$ cat src/rtl/uart_pkg.sv
// Shared types and helpers for the UART word receiver: bit-FSM states, data width,
// and baud-divider arithmetic.
package uart_pkg;

  localparam int DATA_BITS = 8;

  typedef enum logic [2:0] {
    IDLE,
    START,
    DATA,
    PARITY,
    STOP
  } rx_state_t;

  function automatic int calc_bit_div(input int clk_freq, input int baud);
    return clk_freq / baud;
  endfunction

  // Counter must hold BIT_DIV-1.
  function automatic int calc_cnt_w(input int bit_div);
    return (bit_div > 2) ? $clog2(bit_div) : 1;
  endfunction

endpackage

$ cat src/rtl/uart_rx_byte.sv
// Byte-level UART receiver: 2-flop synchroniser, mid-bit baud counter and bit FSM.
// Optional even-parity bit when UART_RX_PARITY_EN is defined.
module uart_rx_byte
  import uart_pkg::*;
#(
  parameter int CLK_FREQ = 50_000_000,
  parameter int BAUD     = 115200
) (
  input  logic                 clk,
  input  logic                 rst,
  input  logic                 rx,
  output logic                 byte_valid,
  output logic [DATA_BITS-1:0] byte_data,
  output logic                 frame_err,
`ifdef UART_RX_PARITY_EN
  output logic                 parity_err,
`endif
  output logic                 idle,
  output logic                 start_edge
);

  localparam int BIT_DIV = calc_bit_div(CLK_FREQ, BAUD);
  localparam int CW      = calc_cnt_w(BIT_DIV);
  localparam logic [CW-1:0] HALF_LD = CW'(BIT_DIV / 2 - 1);
  localparam logic [CW-1:0] FULL_LD = CW'(BIT_DIV - 1);
  localparam logic [2:0]    LAST_BIT = 3'(DATA_BITS - 1);

  rx_state_t state, state_nxt;
  logic rx_m, rx_s, rx_d;
  logic [1:0] fill;
  logic [CW-1:0] cnt;
  logic [2:0] bit_idx;
  logic [DATA_BITS-1:0] shreg;
  logic tick, fall;
`ifdef UART_RX_PARITY_EN
  logic par_bad;
`endif

  // fill keeps the preset synchroniser values from looking like a start edge
  // after reset; a genuine high-to-low transition of the line is required.
  always_ff @(posedge clk) begin
    if (rst) begin
      rx_m <= 1'b1;
      rx_s <= 1'b1;
      rx_d <= 1'b1;
      fill <= 2'd0;
    end else begin
      rx_m <= rx;
      rx_s <= rx_m;
      rx_d <= rx_s;
      if (fill != 2'd3) fill <= fill + 2'd1;
    end
  end

  assign fall       = (fill == 2'd3) && rx_d && !rx_s;
  assign tick       = (cnt == '0);
  assign idle       = (state == IDLE);
  assign start_edge = idle && fall;
  assign byte_data  = shreg;

  always_ff @(posedge clk) begin
    if (rst) state <= IDLE;
    else     state <= state_nxt;
  end

  always_comb begin
    state_nxt = state;
    case (state)
      IDLE:  if (fall) state_nxt = START;
      START: if (tick) state_nxt = rx_s ? IDLE : DATA;
      DATA:
        if (tick && bit_idx == LAST_BIT) begin
`ifdef UART_RX_PARITY_EN
          state_nxt = PARITY;
`else
          state_nxt = STOP;
`endif
        end
      PARITY: if (tick) state_nxt = STOP;
      STOP:   if (tick) state_nxt = IDLE;
      default: state_nxt = IDLE;
    endcase
  end

  always_ff @(posedge clk) begin
    if (rst) begin
      cnt        <= '0;
      bit_idx    <= '0;
      byte_valid <= 1'b0;
      frame_err  <= 1'b0;
`ifdef UART_RX_PARITY_EN
      parity_err <= 1'b0;
`endif
    end else begin
      byte_valid <= 1'b0;
      frame_err  <= 1'b0;
`ifdef UART_RX_PARITY_EN
      parity_err <= 1'b0;
`endif
      if (state == IDLE) begin
        bit_idx <= '0;
        if (fall) cnt <= HALF_LD;
      end else begin
        cnt <= tick ? FULL_LD : cnt - 1'b1;
      end
      if (tick) begin
        case (state)
          DATA: begin
            shreg   <= {rx_s, shreg[DATA_BITS-1:1]};
            bit_idx <= bit_idx + 3'd1;
          end
`ifdef UART_RX_PARITY_EN
          PARITY: par_bad <= (rx_s != ^shreg);
          STOP: begin
            byte_valid <= rx_s && !par_bad;
            frame_err  <= !rx_s;
            parity_err <= rx_s && par_bad;
          end
`else
          STOP: begin
            byte_valid <= rx_s;
            frame_err  <= !rx_s;
          end
`endif
          default: ;
        endcase
      end
    end
  end

endmodule

$ cat src/rtl/uart_rx_word.sv
// UART word receiver: packs BYTES_PER_WORD bytes little-endian into rx_data, drops
// partial words on idle timeout. UART_RX_PARITY_EN adds even parity and rx_parity_err.
module uart_rx_word
  import uart_pkg::*;
#(
  parameter int CLK_FREQ       = 50_000_000,
  parameter int BAUD           = 115200,
  parameter int BYTES_PER_WORD = 4,
  parameter int TIMEOUT_BITS   = 32
) (
  input  logic                        Clk,
  input  logic                        Reset,
  input  logic                        uart_rx,
  output logic [8*BYTES_PER_WORD-1:0] rx_data,
  output logic                        Rx_Done,
  output logic                        rx_frame_err,
  output logic                        rx_timeout,
`ifdef UART_RX_PARITY_EN
  output logic                        rx_parity_err,
`endif
  output logic                        rx_busy
);

  localparam int BIT_DIV  = calc_bit_div(CLK_FREQ, BAUD);
  localparam int IDX_W    = (BYTES_PER_WORD > 1) ? $clog2(BYTES_PER_WORD) : 1;
  localparam int TO_LIMIT = TIMEOUT_BITS * BIT_DIV;
  localparam int TO_W     = $clog2(TO_LIMIT + 1);
  localparam logic [IDX_W-1:0] LAST_IDX = IDX_W'(BYTES_PER_WORD - 1);
  localparam logic [TO_W-1:0]  TO_LAST  = TO_W'(TO_LIMIT - 1);

  logic byte_valid, frame_err, idle, start_edge, drop;
  logic [DATA_BITS-1:0] byte_data;
  logic [BYTES_PER_WORD-1:0][7:0] stage, word_nxt;
  logic [IDX_W-1:0] idx;
  logic [TO_W-1:0] tcnt;
  logic to_fire;
`ifdef UART_RX_PARITY_EN
  logic parity_err;
`endif

  uart_rx_byte #(
    .CLK_FREQ(CLK_FREQ),
    .BAUD    (BAUD)
  ) u_byte (
    .clk       (Clk),
    .rst       (Reset),
    .rx        (uart_rx),
    .byte_valid(byte_valid),
    .byte_data (byte_data),
    .frame_err (frame_err),
`ifdef UART_RX_PARITY_EN
    .parity_err(parity_err),
`endif
    .idle      (idle),
    .start_edge(start_edge)
  );

`ifdef UART_RX_PARITY_EN
  assign drop = frame_err || parity_err;
`else
  assign drop = frame_err;
`endif

  assign rx_busy = !idle;

  // A start edge wins over an expiring timeout in the same cycle.
  assign to_fire = !start_edge && !byte_valid && (idx != '0) && idle && (tcnt == TO_LAST);

  always_comb begin
    word_nxt = stage;
    word_nxt[BYTES_PER_WORD-1] = byte_data;
  end

  always_ff @(posedge Clk) begin
    if (to_fire) stage <= '0;
    else if (byte_valid && idx != LAST_IDX) stage[idx] <= byte_data;
  end

  always_ff @(posedge Clk) begin
    if (Reset) begin
      rx_data      <= '0;
      Rx_Done      <= 1'b0;
      rx_frame_err <= 1'b0;
      rx_timeout   <= 1'b0;
`ifdef UART_RX_PARITY_EN
      rx_parity_err <= 1'b0;
`endif
      idx          <= '0;
      tcnt         <= '0;
    end else begin
      Rx_Done      <= 1'b0;
      rx_frame_err <= frame_err;
      rx_timeout   <= to_fire;
`ifdef UART_RX_PARITY_EN
      rx_parity_err <= parity_err;
`endif
      if (byte_valid) begin
        if (idx == LAST_IDX) begin
          rx_data <= word_nxt;
          Rx_Done <= 1'b1;
          idx     <= '0;
        end else begin
          idx <= idx + 1'b1;
        end
      end else if (drop || to_fire) begin
        idx <= '0;
      end
      // Idle time is measured from the last accepted byte of a partial word.
      if (start_edge || byte_valid || idx == '0 || to_fire) tcnt <= '0;
      else if (idle) tcnt <= tcnt + 1'b1;
    end
  end

endmodule
$ cat config.mk
export PLATFORM = sky130hd
export DESIGN_NAME = uart_rx_word
export DESIGN_NICKNAME = d
export VERILOG_FILES = /design/src/rtl/uart_pkg.sv /design/src/rtl/uart_rx_byte.sv /design/src/rtl/uart_rx_word.sv
export SDC_FILE = /design/constraint.sdc
export NUM_CORES = 1
export LEC_CHECK = 0
export BUFFER_PORTS_ARGS = -buffer_cell sky130_fd_sc_hd__buf_2
export CAP_MARGIN = 40
export CORE_ASPECT_RATIO = 0.5
export CORE_MARGIN = 1.5
export CORE_UTILIZATION = 63
export DETAILED_ROUTE_END_ITERATION = 12
export GPL_TIMING_DRIVEN = 0
export MAX_ROUTING_LAYER = met4
export PLACE_DENSITY = 0.84
export SYNTH_ARGS = -nofsm -noshare
export SYNTH_HDL_FRONTEND = slang
export SYNTH_SLANG_ARGS = --single-unit
$ cat constraint.sdc
create_clock -name Clk -period 4 [get_ports Clk]
set_input_delay 0.8 -clock Clk [delete_from_list [all_inputs] [get_ports Clk]]
set_output_delay 0.8 -clock Clk [all_outputs]
set_load 0.01 [all_outputs]
==> qor.csv, run 1 <==
stage,metric,value,unit
final_layout,fillers,462,
critical_path,slowest_delay,0.39,ns
min_path,min_path_cells,1,
cts,cts_root_buf,clkbuf_16,
timing,slew_headroom,0.567,
timing,clock_skew,0.00864,ns
synthesis,synthArstFlopShare,0,
routing,drc,0,
cts,cts_resized,0,
final_layout,most-common-layout-cells,"107 x nand2_1, 97 x dfxtp_1, 69 x a21oi_1, 42 x buf_2, 35 x nor2_1",
synthesis,synth_cell_types,50,
synthesis,yosysTopAreaCellShare,0.460,
synthesis,synth.area.top_cells,"dfxtp_1 46%, nand2_1 9.5%, a21oi_1 8.2%",
floorplan,ios,39,
routing,detail_route.iter0.violations,180,
critical_path,crit_chain,"buf_2, nor3_4, inv_1, clkbuf_1, buf_2",
synthesis,synth-seq-cells,105,
critical_path,worstSetupStartpointType,register,
synthesis,ys_warn_count,0,
final_layout,antenna_cells,0,
timing,hold_ws,0.414,ns
timing,setup_tns,0,ns
timing,fmax,379,MHz
grt,antenna_found_initial,0,
final_layout,nets,541,
synthesis,synth_area_per_cell,8.78,um2
final_layout,fin_util,0.768,
cts,insertion_delay,0.35,ns
placed_design,place.gp.congestion,0.863,
pwr,p_leak,0.00179,uW
cts,cts_tree,built,
timing,slew_viol_final,0,
pwr,p_sw,412,uW
routing,vias,3492,
synthesis,synth_largest_area_cell,dfxtp_1,
cts,post_cts_buffers,0,
placed_design,place_hpwl,6150,um
synthesis,synth-edff-count,8,
timing,hold_viol_final,0,
pwr,power_frac_seq,0.542,
timing,finalCritPeriodShare,0.659,
cts,cts_hold_buffers,0,
placed_design,port_buffers,37,
synthesis,synth_nets,493,
pwr,irDropWorstVdd,0.242,mV
timing,worst_slew_pin_slew,0.648,ns
floorplan,dieArea,0.00723,mm2
cts,numCtsBuffers,9,
critical_path,end_kind,output port,
grt,grt_overflow,0,
routing,viasPerCell,5.62,
critical_path,worst_r2r_path_depth,5,
pwr,pwr-share-comb,0.026,
critical_path,crit_type,register to output port,
routing,drt_pre_antenna_iters,4,
synthesis,syn_inst,481,
synthesis,syn_area,0.00422,mm2
timing,period_needed,2.64,ns
pwr,powerDensity,412,mW/mm2
critical_path,critical_path_arrival,1.84,ns
floorplan,rows,20,
timing,rsz0062_at_grt,no,
floorplan,fp.dieH,60.9,um
critical_path,cp.required,3.20,ns
routing,route.detailed.wl_per_inst,14.3,um
grt,grt_pass1_wl,14500,um
cts,htree_levels,3,
cts,path_clk_slew,0.07,ns
final_layout,areaGrowthSynthToFinish,13.8,%
floorplan,chipWidth,119,um
pwr,clkPwrFrac,0.432,
grt,grt_pass1_vias,3227,
cts,clock-sinks,105,
floorplan,start_util,0.675,
routing,totalWireLength,8870,um
critical_path,cp_max_fo,10,
pwr,p_sw_frac,0.209,
synthesis,yosysSeqAreaShare,0.517,
min_path,hp-class,register to register,
floorplan,core,0.00626,mm2
critical_path,timing.critical_path.mode_cell,buf_2,
cts,clock_path_buffers,2,
final_layout,drive_gt1_frac,0.133,
grt,grt_max_degree,18,
routing,ant_nets,0,
pwr,p_int,1560,uW
run,drv_cap,0,
status,status,"finished, final reports clean",
timing,setup_viol,0,
final_layout,layout_commonest_cell,nand2_1,
grt,globalRouteTotalUtil,0.271,
synthesis,synth-main-ff-cell,dfxtp_1,
critical_path,cp_slowest_cell,nor3_4,
[logic make-up (layout without fill, tap and decap cells)]
family,Yosys count,in the layout,synth area share
AND/OR/NAND/NOR,221,221,0.258
flip-flops,105,105,0.517
AO/OA/AOI/OAI,91,91,0.120
buffers and inverters,36,88,0.0370
XOR/XNOR,13,13,0.0270
adder cells (fa/ha/maj),9,9,0.0267
multiplexers,6,6,0.0145
[critical path: cells and delay by family, from the launching register on]
kind	cells	cell delay (ns)
buffers and inverters	4	0.80
flip-flops	1	0.29
AND/OR/NAND/NOR	1	0.39
[state kept, by name, indices dropped and copies added, names as in the netlist]
register / cells
u_byte.rx_s: 1
u_byte.byte_valid: 1
u_byte.cnt: 9
u_byte.frame_err: 1
u_byte.byte_data: 8
u_byte.rx_m: 1
tcnt: 14
u_byte.state: 3
rx_timeout: 1
Rx_Done: 1
u_byte.bit_idx: 3
idx: 2
u_byte.rx_d: 1
rx_data: 32
stage: 24
rx_frame_err: 1
u_byte.fill: 2
[power groups by stage]
stage	clock [uW]	sequential, uW	combinational (uW)
2_1_floorplan	0	1090	36.8
3_3_place_gp	0	1090	46.9
3_5_place_dp	0	1100	50.2
4_1_cts	860	1070	50.6
5_1_grt	897	1070	55.9
6_report	855	1070	50.7
[layout make-up]
type                    count  area, um2  share of cell area
plain buffers              28        126              0.0263
inverters                   8       30.0             0.00625
clock buffers              10        229              0.0477
well taps                  88        110              0.0229
repair buffers             37        185              0.0385
multi-input cells         340       1880               0.392
flip-flops and latches    105       2180               0.454
clock inverters             5       57.6              0.0120
[worst paths after layout]
| kind | to | slack [ns] | startpoint |
|---|---|---|---|
| hold reg to reg | u_byte.rx_s | 0.41 | u_byte.rx_m |
| setup reg to reg | u_byte.byte_data[0] | 1.43 | u_byte.cnt[0] |
| hold / removal | u_byte.rx_s | 0.41 | u_byte.rx_m |
| setup / recovery | rx_busy | 1.36 | u_byte.state[2] |
[synth_stat cells, types with 2 or more instances]
cell type	count
nand2_1	107
dfxtp_1	97
a21oi_1	69
nor2_1	35
nand3_1	28
clkbuf_1	19
xnor2_1	10
ha_1	9
edfxtp_1	8
inv_1	8
nand4_1	6
buf_2	5
mux2i_1	5
nor3_1	5
nor4_1	5
nor4b_1	4
o21ai_0	4
or2_2	4
and2_1	3
and3_1	3
nand3b_1	3
or4_1	3
xor2_1	3
a211oi_1	2
a41oi_1	2
buf_1	2
buf_6	2
nor2b_1	2
nor3b_1	2
nor4_4	2
o211ai_1	2
o21a_1	2
o22ai_1	2
or4b_4	2
[stage by stage]
stage	power [uW]	area [um2]	worst slack, ns	instances
final	1980	4800	1.36	621
after floorplan	1130	4220	1.88	481
after global placement	1140	4520	1.51	606
after detailed placement	1150	4520	1.50	606
after global routing	2030	4800	1.26	621
after CTS	1980	4800	1.38	621
[per-layer routing]
metal	up-vias	track usage	wire (um)
met2	106	0.453	4130
met4	0	0.0792	99
li1	1753	-	-
met5	-	-	0
met1	1618	0.327	4020
met3	15	0.0789	629
Power figures use the tool's default switching activity.
==> run 2, diff against run 1 <==
- CORE_UTILIZATION: 63 -> 58
- PLACE_DENSITY: 0.84 -> 0.78
- clock period: 4 -> 2.7 ns (I/O delays scaled with it)
==> run 2 against run 1 <==
Compared with the run above:
- critical path depth is the same
- sequential share of layout area shrank 0.20 points
- register-to-register slack lost 1.0 ns
- sequential power grew 49%
- clock power grew 50%
- first-iteration DRC count grew 59%
- clock-buffer cell count is the same
- global-route usage shrank 0.58 points
- flip-flop and latch count is the same
- design area grew 0.44%
- wire length grew 2.2%
- clock skew shrank 0.0012 ns
- critical path type unchanged
==> qor.csv, run 2 (same netlist as run 1, synthesis figures left out) <==
stage,metric,value,unit,change
final_layout,largest_reg_flops,32,,unchanged
grt,grt_pass1_vias,3423,,+6.1%
status,status,"finished, final reports clean",,
pwr,p_leak,0.00179,uW,+0.27%
grt,grt_overflow,0,,unchanged
final_layout,fillers,559,,+21%
timing,clock_skew,0.00744,ns,-0.00120 ns
final_layout,top_regs,"rx_data (32), stage (24), tcnt (14)",,
critical_path,cp_max_fo,10,,unchanged
timing,hold_ws,0.376,ns,-0.0376 ns
min_path,min_path_cells,2,,+1
routing,totalWireLength,9070,um,+2.2%
routing,drt_pre_antenna_iters,6,,+2
cts,insertion_delay,0.35,ns,about the same
final_layout,antenna_cells,0,,unchanged
cts,path_clk_slew,0.07,ns,about the same
routing,detail_route.iter0.violations,287,,+59%
critical_path,crit_type,register to output port,,
grt,grt_max_degree,18,,unchanged
final_layout,drive_gt1_frac,0.137,,+0.00350
cts,htree_levels,3,,unchanged
cts,cts_tree,built,,
run,drv_cap,0,,unchanged
min_path,hp-class,input pin to register,,
final_layout,most-common-layout-cells,"107 x nand2_1, 97 x dfxtp_1, 69 x a21oi_1, 42 x buf_2, 34 x nor2_1",,
floorplan,chipWidth,124,um,+4.1%
floorplan,rows,21,,+5.0%
floorplan,start_util,0.616,,-0.0592
final_layout,seqCellArea,0.00218,mm2,unchanged
cts,cts_root_buf,clkbuf_16,,
timing,rsz0062_at_grt,no,,
cts,numCtsBuffers,9,,unchanged
pwr,powerDensity,611,mW/mm2,+48%
grt,grt_pass1_wl,15700,um,+7.7%
cts,post_cts_buffers,0,,unchanged
placed_design,port_buffers,37,,unchanged
final_layout,multiInputGateArea,0.00189,mm2,+0.46%
grt,antenna_found_initial,0,,unchanged
critical_path,worstSetupStartpointType,register,,
placed_design,place_hpwl,6260,um,+1.7%
final_layout,regMostFlops,rx_data,,
critical_path,cp.required,2.16,ns,-1.04 ns
final_layout,final_cells,626,,+0.81%
routing,ant_nets,0,,unchanged
pwr,irDropWorstVdd,0.347,mV,+43%
critical_path,end_kind,output port,,
final_layout,areaGrowthSynthToFinish,14.3,%,
routing,viasPerCell,5.60,,-0.49%
floorplan,core,0.00686,mm2,+9.6%
timing,hold_viol_final,0,,unchanged
cts,clock_path_buffers,2,,unchanged
timing,period_needed,2.43,ns,
placed_design,placed_cells,610,,+0.66%
final_layout,nets,541,,unchanged
final_layout,layout_commonest_cell,nand2_1,,
timing,setup_tns,0,ns,unchanged
timing,finalCritPeriodShare,0.900,,
floorplan,fp.dieH,63.3,um,+4.0%
floorplan,dieArea,0.00783,mm2,+8.3%
placed_design,place.gp.congestion,0.887,,+2.8%
pwr,power,2950,uW,+49%
timing,slew_viol_final,0,,unchanged
critical_path,critical_path_arrival,1.89,ns,+0.05 ns
critical_path,worst_r2r_path_depth,7,,+2
routing,vias,3503,,+0.32%
timing,worst_slew_pin_slew,0.644,ns,-0.00401 ns
grt,globalRouteTotalUtil,0.265,,-0.00579
timing,slew_headroom,0.565,,-0.00178
timing,fmax,412,MHz,
timing,setup_viol,0,,unchanged
cts,clock-sinks,105,,unchanged
routing,drc,0,,unchanged
floorplan,ios,39,,unchanged
routing,route.detailed.wl_per_inst,14.5,um,+1.3%
[run 2: critical path, cell delays in order (launching register included)]
cell      delay [ns]
dfxtp_1         0.30
buf_2           0.18
nor3_4          0.43
inv_1           0.16
clkbuf_1        0.27
buf_2           0.21
[run 2: repair_timing]
action | CTS | global route
gates resized for setup | 0 | 2
hold buffers | 0 | 0
endpoints found under the setup margin | 0 | 8
[run 2: final cells by class]
class	count	share of cell area
repair buffers	37	0.0384
clock buffers	10	0.0474
flip-flops and latches	105	0.452
clock inverters	6	0.0135
well taps	92	0.0239
plain buffers	28	0.0262
inverters	8	0.00622
multi-input cells	340	0.392
[run 2: stage by stage]
step                area, um2  setup slack [ns]  utilization
global route             4830             0.154        0.704
CTS                      4820             0.164        0.702
floorplan                4220             0.583            -
global placement         4520             0.229        0.660
finish                   4830             0.270        0.704
detailed placement       4520             0.214        0.660
[run 2: path summary, 6_finish.rpt]
check | slack (ns) | from | to
max | 0.27 | u_byte.state[2] | rx_busy
min | 0.38 | uart_rx | u_byte.rx_m
max reg2reg | 0.39 | idx[0] | stage[21]
min reg2reg | 0.43 | u_byte.rx_m | u_byte.rx_s
[run 2: where the power goes]
part,switching (uW),internal [uW]
clock,562,722
combinational,50.0,26.0
sequential,11.1,1580
[run 2: routing by layer]
metal	vias to the layer above	share of wire	GRT usage
li1	1757	-	-
met1	1631	0.44	0.324
met2	104	0.48	0.432
met3	11	0.062	0.0643
met4	0	0.011	0.0876
met5	-	0	-
